[config.mk]
export PLATFORM = sky130hd
export DESIGN_NAME = spi_txn_ctrl
export DESIGN_NICKNAME = d
export VERILOG_FILES = /design/src/rtl/spi_txn_ctrl.sv
export SDC_FILE = /design/constraint.sdc
export NUM_CORES = 1
export LEC_CHECK = 0
export BUFFER_PORTS_ARGS = -buffer_cell sky130_fd_sc_hd__clkbuf_2
export CAP_MARGIN = 20
export CORE_ASPECT_RATIO = 0.8
export CORE_MARGIN = 4
export CORE_UTILIZATION = 45
export CTS_CLUSTER_SIZE = 20
export DETAILED_ROUTE_END_ITERATION = 16
export PLACE_DENSITY = 0.8
export SLEW_MARGIN = 5
export SYNTH_ARGS = -nofsm -noshare
export SYNTH_HDL_FRONTEND = slang
export SYNTH_SLANG_ARGS = --single-unit
[constraint.sdc]
create_clock -name i_clk -period 2.4 [get_ports i_clk]
set_clock_uncertainty 0.2 [all_clocks]
set_input_delay 0.12 -clock i_clk [delete_from_list [all_inputs] [get_ports i_clk]]
set_output_delay 0.12 -clock i_clk [all_outputs]
set_load 0.05 [all_outputs]
[src/rtl/spi_txn_ctrl.sv]
// -----------------------------------------------------------------------------
// spi_txn_ctrl
//   Transaction sequencer in front of an SPI byte engine. Accepts a command for
//   a burst of (i_cmd_len+1) bytes to one slave, latches mode/divisor for the
//   whole burst, drives the slave select with setup / hold / gap timing and
//   streams bytes between the host tx/rx handshakes and the engine (one engine
//   start per byte). The slave is never deselected mid-burst.
//
// Ports
//   i_clk, i_reset          clock, asynchronous active-high reset
//   i_cmd_*, o_cmd_ready    command: length-1, slave index, cpol, cpha, divisor
//   i_tx_* / o_tx_ready     tx byte stream into the burst
//   o_rx_* / i_rx_ready     rx byte stream out of the burst
//   o_busy                  sequencer not idle
//   o_txn_done              one-cycle pulse at end of burst
//   o_ss_n                  active-low slave selects (registered)
//   o_eng_*                 start, byte and latched mode/divisor to the engine
//   i_eng_*                 engine idle, byte-complete tick and received byte
// -----------------------------------------------------------------------------
module spi_txn_ctrl #(
   parameter int NUM_SS    = 4,
   parameter int LEN_W     = 4,
   parameter int SETUP_CYC = 2,
   parameter int HOLD_CYC  = 2,
   parameter int GAP_CYC   = 2,
   parameter int SS_W      = (NUM_SS > 2) ? $clog2(NUM_SS) : 1
) (
   input  logic              i_clk,
   input  logic              i_reset,
   // command
   input  logic              i_cmd_valid,
   output logic              o_cmd_ready,
   input  logic [LEN_W-1:0]  i_cmd_len,
   input  logic [SS_W-1:0]   i_cmd_ss,
   input  logic              i_cmd_cpol,
   input  logic              i_cmd_cpha,
   input  logic [15:0]       i_cmd_dvsr,
   // tx stream
   input  logic              i_tx_valid,
   output logic              o_tx_ready,
   input  logic [7:0]        i_tx_data,
   // rx stream
   output logic              o_rx_valid,
   input  logic              i_rx_ready,
   output logic [7:0]        o_rx_data,
   // status
   output logic              o_busy,
   output logic              o_txn_done,
   output logic [NUM_SS-1:0] o_ss_n,
   // byte engine
   output logic              o_eng_start,
   output logic [7:0]        o_eng_din,
   output logic              o_eng_cpol,
   output logic              o_eng_cpha,
   output logic [15:0]       o_eng_dvsr,
   input  logic              i_eng_ready,
   input  logic              i_eng_done_tick,
   input  logic [7:0]        i_eng_dout
);

   localparam int TMR_MAX_A = (SETUP_CYC > HOLD_CYC) ? SETUP_CYC : HOLD_CYC;
   localparam int TMR_MAX   = (TMR_MAX_A > GAP_CYC) ? TMR_MAX_A : GAP_CYC;
   localparam int TMR_W     = (TMR_MAX > 1) ? $clog2(TMR_MAX) : 1;

   localparam logic [TMR_W-1:0] SETUP_LAST = TMR_W'(SETUP_CYC - 1);
   localparam logic [TMR_W-1:0] HOLD_LAST  = TMR_W'(HOLD_CYC - 1);
   localparam logic [TMR_W-1:0] GAP_LAST   = TMR_W'(GAP_CYC - 1);

   typedef enum logic [3:0] {
      S_IDLE, S_CFG, S_SETUP, S_FETCH, S_START,
      S_XFER, S_PUSH, S_HOLD, S_GAP, S_DONE
   } state_t;

   state_t              r_state, w_next;
   logic [TMR_W-1:0]    r_tmr;
   logic [LEN_W-1:0]    r_remaining;
   logic [SS_W-1:0]     r_ss;
   logic [NUM_SS-1:0]   r_ss_n;
   logic [7:0]          r_eng_din;
   logic [7:0]          r_rx_data;
   logic                r_eng_cpol;
   logic                r_eng_cpha;
   logic [15:0]         r_eng_dvsr;
   logic [NUM_SS-1:0]   w_sel;
   logic                w_ss_active;

   // ---------------------------------------------------------------- next state
   always_comb begin
      // NOTE: every combinational output gets a default first so no path leaves
      // it unassigned, which would otherwise infer a latch.
      w_next = r_state;
      case (r_state)
         S_IDLE:  if (i_cmd_valid)            w_next = S_CFG;
         S_CFG:                               w_next = S_SETUP;
         S_SETUP: if (r_tmr == SETUP_LAST)    w_next = S_FETCH;
         S_FETCH: if (i_tx_valid)             w_next = S_START;
         S_START: if (i_eng_ready)            w_next = S_XFER;
         S_XFER:  if (i_eng_done_tick)        w_next = S_PUSH;
         S_PUSH:  if (i_rx_ready)             w_next = (r_remaining == '0) ? S_HOLD : S_FETCH;
         S_HOLD:  if (r_tmr == HOLD_LAST)     w_next = S_GAP;
         S_GAP:   if (r_tmr == GAP_LAST)      w_next = S_DONE;
         S_DONE:                              w_next = S_IDLE;
         default:                             w_next = S_IDLE;
      endcase
   end

   // ------------------------------------------------------------ state register
   always_ff @(posedge i_clk or posedge i_reset) begin
      // NOTE: sequential state uses non-blocking assignments so every register
      // samples pre-edge values regardless of process ordering.
      if (i_reset) begin
         r_state <= S_IDLE;
         r_tmr   <= '0;
      end else begin
         r_state <= w_next;
         // Phase timer restarts on every state change; only the timed states read it.
         if (w_next != r_state) r_tmr <= '0;
         else if (r_state == S_SETUP || r_state == S_HOLD || r_state == S_GAP)
            r_tmr <= r_tmr + 1'b1;
      end
   end

   // ------------------------------------------------------ slave-select decode
   // An index with no matching line selects nothing; the burst still runs.
   always_comb begin
      w_sel = '0;
      for (int i = 0; i < NUM_SS; i++) w_sel[i] = (r_ss == SS_W'(i));
   end

   // Select is driven from the next state so o_ss_n is a clean register that
   // drops exactly on entry to SETUP and rises exactly on entry to GAP.
   always_comb begin
      w_ss_active = 1'b0;
      case (w_next)
         S_SETUP, S_FETCH, S_START, S_XFER, S_PUSH, S_HOLD: w_ss_active = 1'b1;
         default:                                           w_ss_active = 1'b0;
      endcase
   end

   // ---------------------------------------------------------------- datapath
   always_ff @(posedge i_clk or posedge i_reset) begin
      if (i_reset) begin
         r_remaining <= '0;
         r_ss        <= '0;
         r_ss_n      <= '1;
         r_eng_din   <= '0;
         r_rx_data   <= '0;
         r_eng_cpol  <= 1'b0;
         r_eng_cpha  <= 1'b0;
         r_eng_dvsr  <= '0;
      end else begin
         // Mode and divisor move only at accept; the CFG cycle that follows
         // lets the engine's idle sclk settle before select asserts.
         if (r_state == S_IDLE && i_cmd_valid) begin
            r_remaining <= i_cmd_len;
            r_ss        <= i_cmd_ss;
            r_eng_cpol  <= i_cmd_cpol;
            r_eng_cpha  <= i_cmd_cpha;
            r_eng_dvsr  <= i_cmd_dvsr;
         end
         if (r_state == S_FETCH && i_tx_valid)      r_eng_din <= i_tx_data;
         if (r_state == S_XFER && i_eng_done_tick)  r_rx_data <= i_eng_dout;
         if (r_state == S_PUSH && i_rx_ready && r_remaining != '0)
            r_remaining <= r_remaining - 1'b1;
         r_ss_n <= w_ss_active ? ~w_sel : '1;
      end
   end

   // ----------------------------------------------------------------- outputs
   assign o_cmd_ready = (r_state == S_IDLE);
   assign o_tx_ready  = (r_state == S_FETCH);
   assign o_rx_valid  = (r_state == S_PUSH);
   assign o_eng_start = (r_state == S_START);
   assign o_txn_done  = (r_state == S_DONE);
   assign o_busy      = (r_state != S_IDLE);
   assign o_ss_n      = r_ss_n;
   assign o_eng_din   = r_eng_din;
   assign o_rx_data   = r_rx_data;
   assign o_eng_cpol  = r_eng_cpol;
   assign o_eng_cpha  = r_eng_cpha;
   assign o_eng_dvsr  = r_eng_dvsr;

endmodule

## Word level (Yosys, flattened, before mapping)

Index checks and enable logic that the tools add are counted.

- Register bits: 49
- Bits in latches: 0
- RAM bits: 0
- Memory bits (read-only): 0
- Output and inout port bits: 44
- Memories kept: 0

- $add $sub $neg: 2
- Multipliers: 0
- Divide/modulo/power cells: 0
- Order comparisons: 0
- Eq/ne operators: 19
- Shifts and indexed selects: 0
- Multiplexer cells: 16
- Bitwise gates (word level): 1
- Reductions and logical operators: 15

Operator list:

| kind | count |
|---|---|
| two-way mux 4 bit | 11 |
| one-hot mux 4 bit (9 select lines) | 1 |
| == test 4 x 3 -> 1 bit (second input constant) | 8 |
| == test 4 x 2 -> 1 bit (second input constant) | 4 |
| == test 4 bit (second input constant) | 2 |
| zero test 4 bit | 2 |
| nonzero test 4 bit | 2 |
| OR reduction 6 bit | 1 |
| logical AND 1 bit | 5 |
| == test 2 bit (second input constant) | 2 |
| == test 4 x 1 -> 1 bit (second input constant) | 1 |
| != test 4 bit | 1 |
| NOT 4 bit | 1 |
| nonzero test 2 bit | 2 |
| subtractor 4 x 1 -> 4 bit (second input constant) | 1 |
| two-way mux 1 bit | 3 |
| two-way mux 3 bit | 1 |
| == test 2 x 1 -> 1 bit (second input constant) | 1 |
| zero test 2 bit | 1 |
| logical OR 1 bit | 2 |
| adder 1 bit (second input constant) | 1 |

## Longest topological paths before layout

Gate-level depths: netlist of the first run.

- Depth in word-level cells: 8
- Gate-level depth with buffers: 7

## Worst setup path before layout of the first run

OpenSTA, ideal clock, no wires.

- Kind: flip-flop to output port
- Start point: reg r_state[1]
- End point: out o_txn_done
- Arrival time: 2.231 ns
- Required time: 2.080 ns
- Path slack: -0.151 ns
- Cell stages (with the launch flop): 4
- Buffers on the path: 2
- Path through: dfrtp_1 buf_6 clkbuf_1 nor4bb_1

- Longest elaborated chain between the ends: 1

RTL lines:

| what | RTL line | source |
|---|---|---|
| start: declaration | 74 | `state_t r_state, w_next;` |
| start signal: assignment | 115 | `r_state <= w_next;` |
| == test 4 bit | 174 | `assign o_txn_done = (r_state == S_DONE);` |
| end: declaration | 48 | `output logic o_txn_done,` |

Every way passes these cells.

## Worst setup path after layout of the first run

- Start point: reg r_state[2]
- End point: reg r_remaining[3]

- Longest elaborated chain between the ends: 4

RTL lines:

| what | RTL line | source |
|---|---|---|
| == test 4 x 3 -> 1 bit | 163 | `if (r_state == S_PUSH && i_rx_ready && r_remaining != '0)` |
| logical AND 1 bit (2 in series) | 163 |  |
| two-way mux 4 bit / nonzero test 2 bit (equally long branches) | -- |  |
| end signal: assignment | 155 | `r_remaining <= i_cmd_len;` |
| end signal: assignment | 164 | `r_remaining <= r_remaining - 1'b1;` |
| end: declaration | 76 | `logic [LEN_W-1:0] r_remaining;` |

Parallel ways exist; a longest one is shown, timed or not.
A chain may end at the register's enable or synchronous reset.

==> impl_metrics.toml, run 1 <==
[critical_path]
reg2reg_depth = 5
critPathKind = "register to register"
cp.arrival_ns = 2.16
rrSetupSlack_ns = 0.26
r2r-end = "r_remaining[3]"
end_kind = "register"
r2r-start = "r_state[2]"
cp.required_ns = 2.42
crit_fanout = 17
setup.worst_path.start_class = "register"

[placement]
dp_hpwl_um = 3720
dpl.cell_count = 358
gp_congestion = 0.815
portBuffers = 90

[global_routing]
grt_overflow = 0
grt_pass1_wl_um = 9290
grt_pass1_vias = 2008
grt_usage_pct = 18.6
grt_max_degree = 47
antenna_found_initial = 0

[floorplanning]
initial_core_util_pct = 48.3
ioPinCount = 91
die_h_um = 71.8
die_w_um = 87.7
fp-row-count = 22
dieArea_um2 = 6290
core_area_um2 = 4730

[logic_synthesis]
netlist_top_cells_area = "dfrtp_1, nand2_1, mux2_2"
synth_top_family_by_area = "simple AND/OR/NAND/NOR gates"
synth_top_area_cell = "dfrtp_1"
synth_xor_area_share_pct = 0.766
synth_edf_count = 0
syn_inst = 214
synth_compound_gate_area_share_pct = 8.53
synth_area_um2 = 2290
synth_most_common_cell = "nand2_1"
yosys_register_bits = 49
yosysSeqAreaShare_pct = 53.8
async_flop_share_pct = 100
ys_top_cells_by_count = "nand2_1, dfrtp_1, mux2_2, inv_1, o21ai_0"
synth-simple-area-share_pct = 20.3
synth.distinct_cells = 47
yosysWarnings = 0
synth_ff_type = "dfrtp_1"
synth_fa_ha_area_share_pct = 1.09
synthMuxAreaShare_pct = 9.79
synth_top_area_share_pct = 49.2
syn_avg_cell_area_um2 = 10.7
syn_nets = 263

[clock_network]
htree_levels = 2
cts_buffers = 5
insertion_delay_ns = 0.30
cts_tree = "yes"
cts-hold-fix-buffers = 41
cts-root-buf = "clkbuf_8"
cts_setup_buffers = 0
clk_pin_slew_ns = 0.09
cts_sinks = 49
ctsResizeCount = 0
clk_path_buf_depth = 2

[power]
p_leak_nw = 1.70
power.density_nw_per_um2 = 1430
irDropWorstVdd_mv = 0.884

[routing]
firstDrtPassIters = 4
wl_um = 5670
routed_via_density = 4.90
ant_nets = 0
num_vias = 2000
drc = 0
first_iter_violations = 87
wl_per_cell_um = 13.9

[sta]
setup_viol = 0
fin_setup_tns_ns = 0
fin_crit_ns = 2.14
maxSlewHeadroom_pct = 59.6
hold_violations = 0
fin_crit_sh_pct = 89.1
worst_slew_pin_slew_ns = 0.606
rsz0062_at_grt = "false"
fmax_mhz = 467
slew_viol_final = 0

[min_path]
hold_class = "input port to async pin"

[finish]
final_nets = 396
area_growth_pct = 44.2
drive_above_1_share_pct = 39.7
diodes = 0
n_fill_cell = 356
fin_cells = 408

[status]
status = "finished, final reports clean"

[run]
drv_cap = 0
placed cells by master, fill, tap and decap left out, drive strengths merged, types with 2 or more instances in the layout:
| cell | Yosys | layout |
|---|---|---|
| a21oi | 3 | 3 |
| and2 | 2 | 2 |
| and2b | 2 | 2 |
| buf | 5 | 7 |
| clkbuf | 7 | 96 |
| dfrtp | 45 | 45 |
| dfstp | 4 | 4 |
| dlygate4sd3 | 0 | 41 |
| ha | 2 | 2 |
| inv | 7 | 7 |
| mux2 | 19 | 19 |
| nand2 | 72 | 72 |
| nand3b | 2 | 2 |
| nor2 | 4 | 4 |
| nor2b | 2 | 2 |
| nor3 | 4 | 4 |
| o211ai | 2 | 2 |
| o21ai | 5 | 5 |
| o22ai | 2 | 2 |
| o311ai | 2 | 2 |
| xor2 | 2 | 2 |
power breakdown:
part	internal [mW]	total, mW	switching (mW)	leakage (nW)
Sequential	1.22	1.51	0.285	0.598
Combinational	0.789	2.66	1.87	1.05
Clock	0.309	0.567	0.258	0.0552
Total	2.32	4.73	2.41	1.70
worst max path at each step:
| stage | cells after the start | end | slack, ns | from |
|---|---|---|---|---|
| after detailed placement | 5 | r_remaining[3] | 0.33 | r_state[2] |
| after global placement | 4 | r_remaining[2] | 0.43 | r_state[2] |
| after floorplan | 5 | o_eng_din[0] | 0.15 | r_state[2] |
| after global routing | 5 | r_remaining[3] | 0.07 | r_state[2] |
| after CTS | 3 | o_rx_valid | 0.30 | r_state[2] |
| final | 5 | r_remaining[3] | 0.26 | r_state[2] |
worst max-delay path, cell delays in order (launching register included):
cell and delay (ns):
dfrtp_1 0.73, and2b_1 0.32, nand4_1 0.32, nand2_1 0.21
o21ai_0 0.11, a21oi_1 0.17
through the flow:
step / setup slack (ns) / area [um^2] / total power [mW] / hold slack [ns] / utilization (%)
final: 0.261 / 3300 / 4.73 / 0.0210 / 69.7
after global routing: 0.0715 / 3300 / 5.02 / 0.0123 / 69.7
after CTS: 0.298 / 3280 / 4.74 / 0.0194 / 69.2
after detailed placement: 0.328 / 2760 / 4.11 / 0.113 / 58.3
after global placement: 0.428 / 2760 / 4.05 / 0.108 / 58.3
after floorplan: 0.151 / 2290 / 3.60 / 0.0254 / -
flip-flops by register name, summed over array words and instances, names as in the netlist:
register	flops
o_eng_cpha	1
o_eng_cpol	1
o_eng_din	8
o_eng_dvsr	16
o_rx_data	8
o_ss_n	4
r_remaining	4
r_ss	2
r_state	4
r_tmr	1
routing by layer:
layer	wire, um	vias to the layer above	GRT usage, %
met5	0	-	0
met4	29	0	4.60
met3	504	3	5.17
met2	2680	85	31.6
met1	2460	930	23.4
li1	-	982	-
logic make-up (layout without fill, tap and decap cells):
family / Yosys count / after routing
AOI/OAI and AO/OA: 24 / 24
muxes: 20 / 20
buffers and inverters: 19 / 153
and+or+nand+nor: 98 / 98
xor gates and xnor gates: 2 / 2
DFF: 49 / 49
adders and majority gates: 2 / 2
layout make-up:
| class | count | area [um^2] | share of cell area, % |
|---|---|---|---|
| Inverter | 7 | 26.3 | 0.797 |
| Sequential cell | 49 | 1230 | 37.3 |
| Multi-Input combinational cell | 146 | 932 | 28.3 |
| Tap cell | 60 | 75.1 | 2.28 |
| Timing Repair Buffer | 138 | 926 | 28.1 |
| Clock buffer | 6 | 72.6 | 2.20 |
| Clock inverter | 2 | 35.0 | 1.06 |
Note: power is estimated with default switching activity, not from simulation.
==> run 2, diff against run 1 <==
--- a/config.mk
+++ b/config.mk
@@ -5,14 +5,15 @@
 export SDC_FILE = /design/constraint.sdc
 export NUM_CORES = 1
 export LEC_CHECK = 0
+export ABC_AREA = 1
 export BUFFER_PORTS_ARGS = -buffer_cell sky130_fd_sc_hd__clkbuf_2
-export CAP_MARGIN = 20
+export CAP_MARGIN = 25
 export CORE_ASPECT_RATIO = 0.8
 export CORE_MARGIN = 4
 export CORE_UTILIZATION = 45
 export CTS_CLUSTER_SIZE = 20
 export DETAILED_ROUTE_END_ITERATION = 16
-export PLACE_DENSITY = 0.8
+export PLACE_DENSITY = 0.76
 export SLEW_MARGIN = 5
 export SYNTH_ARGS = -nofsm -noshare
 export SYNTH_HDL_FRONTEND = slang
==> run 2 against run 1 <==
Compared with the run above:
- worst hold slack got worse by 0.010 ns
- fmax fell by 3.4%
- clock-buffer cell count did not move
- highest routed layer unchanged
- largest power group unchanged
- sequential share of layout area rose by 0.97 points
- register-to-register slack got worse by 0.08 ns
- critical path type unchanged
==> impl_metrics.toml, run 2 <==
[placement]
gp_congestion = 0.925
place_worst_setup_slack_ns = 0.622
dp_hpwl_um = 3740
portBuffers = 90
placed_cell_area_um2 = 2700

[global_routing]
grt_pass1_wl_um = 9110
grt_usage_pct = 18.8
grt_max_degree = 34
grt_overflow = 0
grt_pass1_vias = 2060
antenna_found_initial = 0

[critical_path]
end_kind = "register"
setup.worst_path.start_class = "register"
r2r-end = "r_remaining[2]"
reg2reg_depth = 6
crit_fanout = 21
rrSetupSlack_ns = 0.18
r2r-start = "r_state[3]"
cp.arrival_ns = 2.20
critPathKind = "register to register"
cp.required_ns = 2.38
crit_start = "r_state[3]"

[logic_synthesis]
syn_nets = 279
async_flop_share_pct = 100
ys_top_cells_by_count = "nand2_1, dfrtp_1, nand3_1, inv_1, mux2_2"
syn_inst = 230
yosysSeqAreaShare_pct = 56.6
syn_avg_cell_area_um2 = 9.45
synth_top_area_share_pct = 51.8
synth.distinct_cells = 24
synth_ff_type = "dfrtp_1"
synth_edf_count = 0
synth_top_area_cell = "dfrtp_1"
netlist_top_cells_area = "dfrtp_1, nand2_1, mux2_2"
synth_most_common_cell = "nand2_1"
synth_area_um2 = 2170
yosys_register_bits = 49
yosysWarnings = 0

[floorplanning]
ioPinCount = 91
core_area_um2 = 4620
initial_core_util_pct = 47.0
fp-row-count = 22
die_h_um = 70.2
dieArea_um2 = 6020
die_w_um = 85.7

[clock_network]
cts_sinks = 49
clk_pin_slew_ns = 0.09
clk_path_buf_depth = 2
htree_levels = 2
cts_buffers = 5
insertion_delay_ns = 0.29
cts_setup_buffers = 0
cts_tree = "yes"
cts-root-buf = "clkbuf_8"

[finish]
stdcell_area_um2 = 3210
final_cell_mix = "clkbuf_2, nand2_1, dfrtp_1"
final_nets = 417
finish.utilization_pct = 69.5
area_growth_pct = 47.8
largest_reg_flops = 16
final_common_cell = "clkbuf_2"
diodes = 0
drive_above_1_share_pct = 36.6

[sta]
setup_viol = 0
rsz0062_at_grt = "false"
fin_ws_ns = 0.184
fin_setup_tns_ns = 0
fin_crit_ns = 2.22
fmax_mhz = 451
fin_crit_sh_pct = 92.3
maxSlewHeadroom_pct = 55.4
whs_ns = 0.0108
slew_viol_final = 0
hold_violations = 0
worst_slew_pin_slew_ns = 0.667

[min_path]
hold_class = "input port to register"
min_path_cells = 5
min_from = "i_eng_ready"
min_to = "r_state[0]"

[routing]
wl_um = 5390
firstDrtPassIters = 4
drc = 0
routed_via_density = 4.71
first_iter_violations = 119
wl_per_cell_um = 12.6
ant_nets = 0
num_vias = 2019

[power]
irDropWorstVdd_mv = 0.851
power.density_nw_per_um2 = 1410
p_leak_nw = 1.76

[status]
status = "finished, final reports clean"

[run]
drv_cap = 0
## run 2: cell count changes in the layout (fill, tap and decap cells not counted), moves of 3 or more
cell and change:
nor2_1 +4, nand3_1 +18, o21ai_1 +5, nand2_1 +12, nor2_2 +3, mux2_2 -3, inv_2 +5, buf_4 -4
inv_1 +9
## run 2: per-stage QoR
step | total power [mW] | instances
2_1_floorplan | 3.42 | 230
3_3_place_gp | 3.94 | 378
3_5_place_dp | 4.00 | 378
4_1_cts | 4.57 | 429
5_1_grt | 4.85 | 429
6_report | 4.54 | 429
## run 2: final cells by class
type / count / area, um^2
flip-flops and latches: 49 / 1230
well taps: 60 / 75.1
repair buffers: 135 / 896
inverters: 22 / 83.8
multi-input cells: 155 / 842
clock inverters: 2 / 13.8
clock buffers: 6 / 72.6
fillers: 370 / 1410
## run 2: cells by family (layout without fill, tap and decap cells)
kind of cell | count (synthesis) | in the layout | share of synthesized area, %
multiplexers | 16 | 16 | 8.29
adder cells (fa/ha/maj) | 2 | 2 | 1.15
XOR/XNOR | 1 | 1 | 0.403
AO/OA/AOI/OAI | 13 | 13 | 3.22
flip-flops | 49 | 49 | 56.6
buffers and inverters | 26 | 165 | 4.66
AND/OR/NAND/NOR | 123 | 123 | 25.7
## run 2: report_power, final
group / switching, mW / leakage [nW] / internal, mW
Sequential: 0.221 / 0.601 / 1.21
Clock: 0.262 / 0.0456 / 0.208
Combinational: 1.94 / 1.11 / 0.699
Total: 2.42 / 1.76 / 2.12
## run 2: worst max-delay path by stage
stage	end	cells after the start
6_report	r_remaining[2]	6
3_3_place_gp	r_remaining[3]	7
5_1_grt	r_remaining[2]	6
3_5_place_dp	r_remaining[3]	7
4_1_cts	r_remaining[2]	6
2_1_floorplan	o_busy	4
## run 2: worst max-delay path: stages, from the launching register on
cell	delay [ns]
dfrtp_1	0.47
nor2_2	0.27
nand3_2	0.17
buf_4	0.24
nand3_1	0.10
o211ai_1	0.08
dlygate4sd3_1	0.57
## run 2: metal layers
metal	track usage [%]	vias to the layer above	share of wire, %
met3	5.19	9	7.6
met4	4.92	0	1.6
met2	32.5	82	48
met1	23.0	920	43
li1	-	1008	-
met5	0	-	0
## run 2: repair_timing
| item | in CTS | in global routing |
|---|---|---|
| endpoints found under the setup margin | 0 | 2 |
| hold endpoints to repair | 68 | 0 |
| hold buffers | 43 | 0 |
| resized for setup | 0 | 1 |
==> run 3, diff against run 2 <==
--- a/config.mk
+++ b/config.mk
@@ -6,14 +6,14 @@
 export NUM_CORES = 1
 export LEC_CHECK = 0
 export ABC_AREA = 1
-export BUFFER_PORTS_ARGS = -buffer_cell sky130_fd_sc_hd__clkbuf_2
 export CAP_MARGIN = 25
 export CORE_ASPECT_RATIO = 0.8
 export CORE_MARGIN = 4
 export CORE_UTILIZATION = 45
 export CTS_CLUSTER_SIZE = 20
 export DETAILED_ROUTE_END_ITERATION = 16
-export PLACE_DENSITY = 0.76
+export DONT_BUFFER_PORTS = 1
+export PLACE_DENSITY = 0.6
 export SLEW_MARGIN = 5
 export SYNTH_ARGS = -nofsm -noshare
 export SYNTH_HDL_FRONTEND = slang
==> run 3 against run 2 <==
Compared with the run above:
- the flow now finishes with violations (negative hold slack)
- clock-buffer cell count down 1
- global-route usage rose by 0.11 points
- first-iteration DRC count down 22%
- largest cell class unchanged
- largest power group is now registers
==> impl_metrics.toml, run 3 (same netlist as run 2, synthesis figures left out) <==
[status]
status = "finished, violations left"
violations = "negative hold slack"

[global_routing]
grt_max_degree = 26
grt_usage_pct = 18.9
grt_pass1_vias = 1931
grt_pass1_wl_um = 9110
grt_overflow = 0
antenna_found_initial = 0

[routing]
wl_per_cell_um = 14.5
routed_via_density = 4.95
num_vias = 1827
firstDrtPassIters = 4
first_iter_violations = 93
ant_nets = 0
drc = 0
wl_um = 5370

[critical_path]
end_kind = "register"
critPathKind = "register to register"
cp.required_ns = 2.40
cp.arrival_ns = 2.27
crit_fanout = 23
setup.worst_path.start_class = "register"

[power]
power_frac_seq_pct = 52.7
p_sw_share_pct = 50.7
switchingPower_mw = 2.42
p_leak_nw = 1.55
irDropWorstVdd_mv = 0.750
comb_power_share_pct = 32.8
p_int_mw = 2.36
power.density_nw_per_um2 = 1530
clock_power_share_pct = 14.5

[sta]
fin_crit_sh_pct = 94.4
setup_viol = 0
fmax_mhz = 442
rsz0062_at_grt = "false"
worst_slew_pin_slew_ns = 0.500
hold_violations = 17
whs_ns = -0.0348
fin_setup_tns_ns = 0
fin_crit_ns = 2.26
maxSlewHeadroom_pct = 66.7
slew_viol_final = 0

[finish]
final_common_cell = "nand2_1"
fin_cells = 369
drive_above_1_share_pct = 17.8
area_growth_pct = 43.4
final_cell_mix = "nand2_1, dlygate4sd3_1, dfrtp_1"
largest_reg_flops = 16
diodes = 0
final_nets = 357

[clock_network]
htree_levels = 2
clk_path_buf_depth = 2
cts-root-buf = "clkbuf_8"
cts_buffers = 5
cts_tree = "yes"
cts_sinks = 49
clk_pin_slew_ns = 0.09
insertion_delay_ns = 0.30

[floorplanning]
initial_core_util_pct = 47.0
die_h_um = 70.2
dieArea_um2 = 6020
fp-row-count = 22
ioPinCount = 91
core_area_um2 = 4620
die_w_um = 85.7

[placement]
portBuffers = 0
dpl.cell_count = 293
gp_congestion = 0.917
dp_hpwl_um = 3310

[min_path]
hold_class = "input port to register"

[run]
drv_cap = 0
==> run 3: cell count changes in the layout (fill, tap and decap cells not counted), sizes merged <==
cell	before	now
clkbuf	96	5
dlygate4sd3	43	67
buf	2	8
bufinv	0	2
clkinv	2	1
==> run 3: worst paths after layout <==
path                        startpoint             end  slack (ns)  cells past startpoint
min in group asynchronous      i_reset      o_eng_cpol        0.05                      2
setup / recovery            r_state[3]  r_remaining[0]        0.14                      8
max in group asynchronous      i_reset       o_ss_n[0]        1.34                      3
hold reg to reg                r_ss[1]       o_ss_n[2]        0.25                      1
setup reg to reg            r_state[3]  r_remaining[0]        0.14                      8
hold / removal             i_cmd_valid  o_eng_dvsr[10]       -0.03                      4
==> run 3: stage by stage <==
| step | util [%] | worst slack, ns | instance area, um^2 | hold WS (ns) | power (mW) |
|---|---|---|---|---|---|
| final | 67.4 | 0.135 | 3120 | -0.0348 | 4.78 |
| after global routing | 67.4 | 0.0174 | 3120 | 0.00479 | 5.08 |
| after CTS | 66.9 | 0.0310 | 3090 | 0.0119 | 4.74 |
| after detailed placement | 49.4 | 0.562 | 2280 | -0.180 | 3.71 |
| after global placement | 49.4 | 0.601 | 2280 | -0.183 | 3.68 |
| after floorplan | - | 0.215 | 2170 | 0.0296 | 3.42 |
==> run 3: metal layers <==
layer  vias up  share of wire [%]  track usage (%)
li1        891                  -                -
met5         -                  0                0
met2        63                 50             32.5
met1       869                 40             23.4
met3         4                8.4             5.54
met4         0               0.58             4.22
==> run 3: power by group through the flow <==
| stage | Combinational, mW | Clock [mW] | Sequential (mW) |
|---|---|---|---|
| 5_1_grt | 1.77 | 0.740 | 2.57 |
| 2_1_floorplan | 0.972 | 0 | 2.45 |
| 4_1_cts | 1.52 | 0.712 | 2.51 |
| 3_3_place_gp | 1.16 | 0 | 2.52 |
| 3_5_place_dp | 1.19 | 0 | 2.52 |
| 6_report | 1.57 | 0.694 | 2.52 |
==> run 3: layout make-up <==
cell class | instances | area [um^2]
Clock inverter | 3 | 68.8
Inverter | 22 | 90.1
Clock buffer | 5 | 68.8
Fill cell | 364 | 1510
Tap cell | 60 | 75.1
Sequential cell | 49 | 1230
Multi-Input combinational cell | 155 | 852
Timing Repair Buffer | 75 | 731
==> run 3: timing repair <==
action                                  in CTS  in global routing
buffers inserted                             0                  1
endpoints found under the setup margin       0                  4
endpoints found under the hold margin       91                  0
gates resized for setup                      0                  8
hold buffers                                67                  0
==> run 3: worst max-delay path, cell delays in order (launching register included) <==
cell,delay [ns]
dfrtp_1,0.48
nor2_4,0.21
nand3_2,0.14
buf_4,0.24
o21ai_1,0.15
dlygate4sd3_1,0.56
o21ai_1,0.06
o21ai_1,0.08
inv_1,0.05
